### src/rtl/asic_lock_seq_tx.sv
// ============================================================================
// asic_lock_seq_tx : issues the &BCxx lock/unlock write sequence over req/ack
// Revision: 1.0
// ============================================================================
`default_nettype none

module asic_lock_seq_tx #(
    parameter int PATENT_BEHAVIOUR = 0,
    parameter int GAP              = 1
) (
    input  logic       clk,
    input  logic       reset_b,
    input  logic       start,
    input  logic       lock,
    input  logic       abort,
    input  logic       wr_ack,
    output logic       wr_req,
    output logic [7:0] wr_data,
    output logic       busy,
    output logic       done
);

    // Index of the last PRBS byte in SEQ; the trigger position shifts by one with the patent option.
    localparam logic [3:0] C_UNLOCK_LAST = (PATENT_BEHAVIOUR != 0) ? 4'd14 : 4'd13;
    localparam logic [3:0] C_LOCK_LAST   = (PATENT_BEHAVIOUR != 0) ? 4'd13 : 4'd12;
    localparam logic [3:0] C_GAP_INIT    = (GAP > 0) ? 4'(GAP - 1) : 4'd0;
    localparam logic [7:0] C_LOCK_TERM   = 8'hA5;

    typedef enum logic [2:0] {
        ST_IDLE     = 3'd0,
        ST_SYNC_FF  = 3'd1,
        ST_SYNC_00  = 3'd2,
        ST_SEQ      = 3'd3,
        ST_TERM     = 3'd4,
        ST_GAP_WAIT = 3'd5
    } state_t;

    state_t     r_state;
    state_t     r_resume_state;
    logic       r_mode;
    logic [7:0] r_prbs;
    logic [3:0] r_idx;
    logic [3:0] r_gap_cnt;

    logic [7:0] w_prbs_step;
    logic       w_seq_last;
    state_t     w_after_state;
    logic [7:0] w_after_data;

    assign w_prbs_step = {r_prbs[7] ^ r_prbs[4], r_prbs[7], r_prbs[6], r_prbs[5],
                          r_prbs[1] ^ r_prbs[0], r_prbs[3], r_prbs[2], r_prbs[1]};
    assign w_seq_last  = (r_idx == (r_mode ? C_LOCK_LAST : C_UNLOCK_LAST));

    // State and byte that follow an accepted byte in the current state.
    always_comb begin
        w_after_state = ST_IDLE;
        w_after_data  = 8'h00;
        case (r_state)
            ST_SYNC_FF: begin
                w_after_state = ST_SYNC_00;
                w_after_data  = 8'h00;
            end
            ST_SYNC_00: begin
                w_after_state = ST_SEQ;
                w_after_data  = r_prbs;
            end
            ST_SEQ: begin
                if (w_seq_last) begin
                    w_after_state = ST_TERM;
                    w_after_data  = r_mode ? C_LOCK_TERM : w_prbs_step;
                end else begin
                    w_after_state = ST_SEQ;
                    w_after_data  = w_prbs_step;
                end
            end
            default: begin
                w_after_state = ST_IDLE;
                w_after_data  = 8'h00;
            end
        endcase
    end

    always_ff @(posedge clk or negedge reset_b) begin
        if (!reset_b) begin
            r_state        <= ST_IDLE;
            r_resume_state <= ST_IDLE;
            r_mode         <= 1'b0;
            r_prbs         <= 8'hFF;
            r_idx          <= 4'd0;
            r_gap_cnt      <= 4'd0;
            wr_req         <= 1'b0;
            wr_data        <= 8'h00;
            busy           <= 1'b0;
            done           <= 1'b0;
        end else begin
            done <= 1'b0;
            if (r_state == ST_IDLE) begin
                if (start) begin
                    r_mode  <= lock;
                    r_prbs  <= 8'hFF;
                    r_idx   <= 4'd0;
                    busy    <= 1'b1;
                    wr_req  <= 1'b1;
                    wr_data <= 8'hFF;
                    r_state <= ST_SYNC_FF;
                end
            end else if (abort) begin
                r_state <= ST_IDLE;
                wr_req  <= 1'b0;
                busy    <= 1'b0;
            end else if (r_state == ST_GAP_WAIT) begin
                if (r_gap_cnt == 4'd0) begin
                    r_state <= r_resume_state;
                    wr_req  <= 1'b1;
                end else begin
                    r_gap_cnt <= r_gap_cnt - 4'd1;
                end
            end else if (wr_ack) begin
                if (r_state == ST_TERM) begin
                    r_state <= ST_IDLE;
                    wr_req  <= 1'b0;
                    busy    <= 1'b0;
                    done    <= 1'b1;
                end else begin
                    if (r_state == ST_SEQ) begin
                        r_prbs <= w_prbs_step;
                        r_idx  <= r_idx + 4'd1;
                    end
                    // The next byte is loaded now; during a gap it simply waits with wr_req low.
                    wr_data <= w_after_data;
                    if (GAP == 0) begin
                        r_state <= w_after_state;
                    end else begin
                        r_state        <= ST_GAP_WAIT;
                        r_resume_state <= w_after_state;
                        r_gap_cnt      <= C_GAP_INIT;
                        wr_req         <= 1'b0;
                    end
                end
            end
        end
    end

endmodule

`default_nettype wire

### config.mk
export PLATFORM = sky130hd
export DESIGN_NAME = asic_lock_seq_tx
export DESIGN_NICKNAME = d
export VERILOG_FILES = /design/src/rtl/asic_lock_seq_tx.sv
export SDC_FILE = /design/constraint.sdc
export NUM_CORES = 1
export LEC_CHECK = 0
export ABC_AREA = 1
export CAP_MARGIN = 20
export CORE_MARGIN = 2
export CORE_UTILIZATION = 45
export DETAILED_ROUTE_END_ITERATION = 6
export PLACE_DENSITY = 0.72
export SYNTH_ARGS = -nofsm -noshare
export SYNTH_HDL_FRONTEND = slang
export SYNTH_SLANG_ARGS = --single-unit
### constraint.sdc
create_clock -name clk -period 1.6 [get_ports clk]
set_input_delay 0.32 -clock clk [delete_from_list [all_inputs] [get_ports clk]]
set_output_delay 0.32 -clock clk [all_outputs]
set_load 0.02 [all_outputs]
==> qor.yml, run 1 <==
clock_tree:
  post_cts_resized: 0
  cts_buffers: 5
  hold_buffers: 0
  postCtsSetupBuffers: 0
  cts_tree: "done"
  clockBufferDepth: 2
  clkTransAtPathRegs_ns: 0.07
  h-tree-depth: 2
  clock_sinks: 34
  insertion_delay_ns: 0.28
  cts_root_buf: "clkbuf_8"
critical_path:
  cp.required_ns: 1.28
  crit_arrival_ns: 1.23
  cp-start-kind: "flop"
  r2r_slack_ns: 0.17
  timing.critical_path.to: "wr_data[4]"
  reg2reg_depth: 8
  slowest_delay_ns: 0.60
  endpoint_kind: "primary output"
  crit_chain: "clkdlybuf4s50_1"
  r2r-start: "r_state[0]"
  path_class: "flop to primary output"
  path_delay_family: "buffers and inverters"
  slowest_stage: "clkdlybuf4s50_1"
  reg2reg_to: "wr_data[7]"
  crit_fanout: 2
  critPathLaunch: "wr_data[4]"
  path_buf_inv: 1
  critical_path_depth: 1
synthesis:
  synth_edf_count: 0
  synth_top_family_by_area: "simple AND/OR/NAND/NOR gates"
  synth-compound-area-share_pct: 2.45
  synth_nets: 277
  synthSimpleGateAreaFrac_pct: 41.7
  synth_cell_type_count: 25
  synth_ff_type: "dfrtp_1"
  yosys-mux-area-fraction_pct: 0
  synth_cells: 268
  ys_seq_area_share_pct: 44.4
  yosys_warnings: 0
  ys_ff_latch: 34
  synth_area_um2: 1940
  avgSynthCellArea_um2: 7.24
  synth-xor-area-share_pct: 1.81
  synthAdderAreaFrac_pct: 1.94
  synthArstFlopShare_pct: 100
place:
  detailed_place_hpwl_um: 2840
  gp_congestion: 0.805
  port_buffers: 16
  dpl.cell_count: 335
  place_area_um2: 2180
route:
  wl_per_cell_um: 11.2
  first_pass_iters: 4
  wl_um: 3830
  vias: 1660
  drt_iter0_markers: 138
  final_antenna_net_count: 0
  vias_per_cell: 4.84
  post-route-drc-count: 0
final_layout:
  ff_latch_area_um2: 863
  mostFrequentLayoutCells: "nand2_1 (119), nand3_1 (33), dfrtp_1 (24)"
  finish.utilization_pct: 56.1
  fin_area_um2: 2290
  syn_to_final_growth_pct: 18.3
  nets: 301
  instances_no_fill: 343
  antennaDiodeCount: 0
  layout-drive-gt1-share_pct: 14.0
  multi_input_area_um2: 935
  fill_cells: 386
  layout_commonest_cell: "nand2_1"
global_route:
  antenna_found_initial: 0
  grt_pass1_wl_um: 7020
  grt_overflow: 0
  grt_pass1_vias: 1552
  grt_max_degree: 35
  grtUsageTotal_pct: 17.6
sta:
  fin_setup_tns_ns: 0
  hold_viol_final: 0
  setup_violations: 0
  finalCriticalPeriod_ns: 1.55
  maxSlewViolCount: 0
  post-route-period-util_pct: 97.1
  slew_headroom_pct: 80.1
  tightest_slew_ns: 0.298
  finalClockSkew_ns: 0.00517
  fmaxAchievable_mhz: 644
floorplan:
  start_util_pct: 47.5
  core_um2: 4090
  die_w_um: 69.7
  rows: 23
  die_h_um: 69.7
  num_io_pins: 17
  die_area_um2: 4850
pwr:
  power_density_nw_per_um2: 1890
  leakagePower_nw: 1.31
  power.total_mw: 4.33
  vdd_ir_drop_max_v: 0.000695
run_status:
  status: "completed"
job:
  maxCapViolCount: 0
min_path:
  hold_class: "input pin to async pin"
layer usage:
layer / vias up / track usage [%] / wire length (um)
met2: 23 / 27.6 / 1690
met4: 0 / 3.85 / 29
met3: 4 / 5.23 / 141
li1: 882 / - / -
met5: - / 0 / 0
met1: 751 / 24.1 / 1970
final cells by class:
class / count / share of cell area [%]
Clock inverter: 1 / 0.218
Timing Repair Buffer: 23 / 10.5
Multi-Input combinational cell: 201 / 40.8
Clock buffer: 7 / 3.76
Inverter: 27 / 4.42
Tap cell: 50 / 2.73
Sequential cell: 34 / 37.6
how the worst min path moves through the flow:
| stage | slack [ns] | to | depth (start not counted) | start |
|---|---|---|---|---|
| after global placement | 0.45 | busy | 2 | busy |
| after floorplan | 0.02 | busy | 0 | reset_b |
| after CTS | 0.41 | r_idx[0] | 2 | reset_b |
| final | 0.40 | busy | 2 | reset_b |
| after detailed placement | 0.46 | wr_req | 2 | wr_req |
| after global routing | 0.41 | r_idx[0] | 2 | reset_b |
synth_stat cells, types with 3 or more instances:
| cell | instances | area, um2 |
|---|---|---|
| dfstp_2 | 8 | 210 |
| inv_2 | 3 | 11.3 |
| nand2_1 | 119 | 447 |
| ha_1 | 3 | 37.5 |
| nor2_1 | 16 | 60.1 |
| xor2_1 | 3 | 26.3 |
| o21ai_0 | 8 | 40.0 |
| nand3_1 | 33 | 165 |
| inv_1 | 24 | 90.1 |
| nand2_2 | 4 | 25.0 |
| dfrtp_1 | 26 | 651 |
through the flow:
| step | hold WS [ns] | setup WS (ns) |
|---|---|---|
| 2_1_floorplan | 0.0244 | 0.301 |
| 6_report | 0.403 | 0.0462 |
| 5_1_grt | 0.414 | -0.000421 |
| 4_1_cts | 0.406 | 0.0139 |
| 3_3_place_gp | 0.454 | 0.0204 |
| 3_5_place_dp | 0.460 | -0.0335 |
state kept, by name, summed over array words and instances, names as in the netlist:
register	cells
r_prbs	8
wr_data	8
r_gap_cnt	4
r_idx	4
r_resume_state	3
r_state	3
busy	1
done	1
r_mode	1
wr_req	1
power by group:
group / switching [mW] / internal [mW]
clock: 0.301 / 0.347
combinational: 1.31 / 0.824
sequential: 0.277 / 1.27
total: 1.89 / 2.44
kinds of logic after synthesis:
group / after synthesis
XOR/XNOR: 4
adder cells (fa/ha/maj): 3
buffers and inverters: 33
AND/OR/NAND/NOR: 185
flip-flops: 34
AO/OA/AOI/OAI: 9
Power figures use the tool's default switching activity.
==> inputs of run 2 (changes only) <==
CORE_MARGIN = 4   (was 2)
==> run 2 against run 1 <==
Non-clock buffer count unchanged. Maximum frequency decreased by 0.65%. Cell count did not move. Clock power rose by 48%. Critical path depth did not move. Highest routed layer unchanged. Design area grew 1.9%. Worst setup slack got worse by 0.010 ns. Combinational power about the same. Hold slack lost 0.0039 ns. Clock skew about the same. Sequential power barely moved. Critical path type unchanged.
==> qor.yml, run 2 (synthesized netlist as in run 1, its figures left out) <==
clock_tree:
  clockBufferDepth: 2  # unchanged
  h-tree-depth: 2  # unchanged
  clkTransAtPathRegs_ns: 0.07  # about the same
  clock_sinks: 34  # unchanged
  hold_buffers: 0  # unchanged
  cts_tree: "done"
  cts_buffers: 5  # unchanged
  insertion_delay_ns: 0.29  # about the same
  cts_root_buf: "clkbuf_8"
place:
  dpl.cell_count: 335  # unchanged
  gp_congestion: 0.819  # +1.8%
  port_buffers: 16  # unchanged
  detailed_place_hpwl_um: 2870  # +1.1%
final_layout:
  reg_top3: "r_prbs (8), wr_data (8)"
  syn_to_final_growth_pct: 20.5
  finish.utilization_pct: 57.2  # +1.0 points
  nets: 301  # unchanged
  layout-drive-gt1-share_pct: 14.0  # unchanged
  instances_no_fill: 343  # unchanged
  antennaDiodeCount: 0  # unchanged
  fill_cells: 385  # -0.26%
  mostFrequentLayoutCells: "nand2_1 (119), nand3_1 (33), inv_1 (24), dfrtp_1 (24), nor2_1 (16)"
  layout_commonest_cell: "nand2_1"
pwr:
  swShare_pct: 41.6  # -2.0 points
  internal_power_mw: 2.71  # +11%
  vdd_ir_drop_max_v: 0.00102  # +47%
  power_density_nw_per_um2: 1980  # +5.2%
  p_comb_share_pct: 46.1  # -3.2 points
  clkPwrFrac_pct: 20.6  # +5.6 points
  power.total_mw: 4.64  # +7.1%
  netSwitchingPower_mw: 1.93  # +2.3%
  leakagePower_nw: 1.34  # +2.6%
  seqPwrFrac_pct: 33.2  # -2.5 points
route:
  final_antenna_net_count: 0  # unchanged
  vias: 1664  # +0.24%
  drt_iter0_markers: 99  # -28%
  wl_per_cell_um: 11.6  # +4.3%
  vias_per_cell: 4.85  # +0.24%
  post-route-drc-count: 0  # unchanged
  wl_um: 3990  # +4.3%
  first_pass_iters: 4  # unchanged
sta:
  finalCriticalPeriod_ns: 1.56  # +0.0102 ns
  post-route-period-util_pct: 97.7  # +0.64 points
  maxSlewViolCount: 0  # unchanged
  hold_viol_final: 0  # unchanged
  finalClockSkew_ns: 0.00541  # +0.000235 ns
  grt_setup_unrepaired: "false"
  slew_headroom_pct: 80.1  # about the same
  tightest_slew_ns: 0.298  # +0.000440 ns
  fmaxAchievable_mhz: 639  # -0.65%
  setup_violations: 0  # unchanged
min_path:
  hold_class: "input pin to async pin"
critical_path:
  crit_chain: "clkdlybuf4s50_1"
  crit_fanout: 2  # unchanged
  path_buf_inv: 1  # unchanged
  slowest_stage: "clkdlybuf4s50_1"
  crit_arrival_ns: 1.24  # about the same
  slowest_delay_ns: 0.60  # about the same
  endpoint_kind: "primary output"
  cp.required_ns: 1.28  # about the same
  path_class: "flop to primary output"
  cp-start-kind: "flop"
  path_delay_family: "buffers and inverters"
floorplan:
  num_io_pins: 17  # unchanged
  die_area_um2: 5420  # +12%
  die_w_um: 73.7  # +5.7%
  core_um2: 4090  # unchanged
  start_util_pct: 47.5  # unchanged
  die_h_um: 73.7  # +5.7%
  rows: 23  # unchanged
global_route:
  grt_max_degree: 35  # unchanged
  grt_overflow: 0  # unchanged
  grt_pass1_wl_um: 7110  # +1.3%
  grt_pass1_vias: 1565  # +0.84%
  antenna_found_initial: 0  # unchanged
  grtUsageTotal_pct: 17.0  # -0.56 points
run_status:
  status: "completed"
job:
  maxCapViolCount: 0  # unchanged
[run 2: changes by cell type in the layout (fill, tap and decap cells not counted), sizes merged]
cell,before,now
clkdlybuf4s50,10,8
dlygate4sd2,0,1
dlymetal6s2s,6,7
bufinv,0,2
clkbuf,7,5
[run 2: worst paths after layout]
kind / startpoint / end / slack (ns) / cells after the start
min in group clk: wr_data[1] / wr_data[1] / 0.48 / 2
max in group asynchronous: reset_b / r_prbs[5] / 0.95 / 2
worst max register to register: r_state[0] / wr_data[1] / 0.12 / 8
worst min-delay path: reset_b / busy / 0.40 / 2
worst max-delay path: wr_data[7] / wr_data[7] / 0.04 / 1
worst min register to register: wr_data[1] / wr_data[1] / 0.48 / 2
[run 2: worst reg2reg max path, stage by stage (launching register included)]
cell and delay (ns):
dfrtp_2 0.49, nor2_4 0.15, nand2_4 0.11, buf_4 0.18, nand2_1 0.18, nand2_1 0.10
nand2_1 0.09, nand2_1 0.06, nand2_1 0.06
[run 2: routing by layer]
layer  part of all wire [%]  global-route usage, %
met5                      0                      0
met1                     50                   23.2
met2                     45                   25.5
met3                    3.4                   4.65
met4                    1.5                   6.84
[run 2: layout make-up]
| class | instances | area (um2) | share of cell area (%) |
|---|---|---|---|
| clock buffers | 5 | 68.8 | 2.95 |
| flip-flops and latches | 34 | 863 | 37.0 |
| repair buffers | 23 | 241 | 10.3 |
| multi-input cells | 201 | 930 | 39.8 |
| well taps | 50 | 62.6 | 2.68 |
| clock inverters | 3 | 68.8 | 2.95 |
| inverters | 27 | 101 | 4.34 |
[run 2: metrics by stage]
stage	instance area (um2)	setup slack, ns	setup TNS, ns	hold WS (ns)
finish	2340	0.0360	0	0.399
global route	2340	0.000204	0	0.406
CTS	2320	0.000830	0	0.400
detailed placement	2180	-0.0254	-0.0598	0.463
global placement	2180	0.0250	0	0.457
floorplan	1940	0.301	0	0.0244
[run 2: timing repair]
action                     4_1_cts  5_1_grt
pin swaps                        0        0
buffers inserted                 0        0
gates resized for setup          1        9
setup endpoints to repair        1       24
[run 2: power groups by stage]
stage	Combinational, mW	Clock (mW)	Sequential, mW
after detailed placement	2.15	0	1.54
final	2.14	0.957	1.54
after CTS	2.17	0.972	1.53
after global routing	2.46	1.01	1.58
after global placement	2.11	0	1.54
after floorplan	1.53	0	1.58
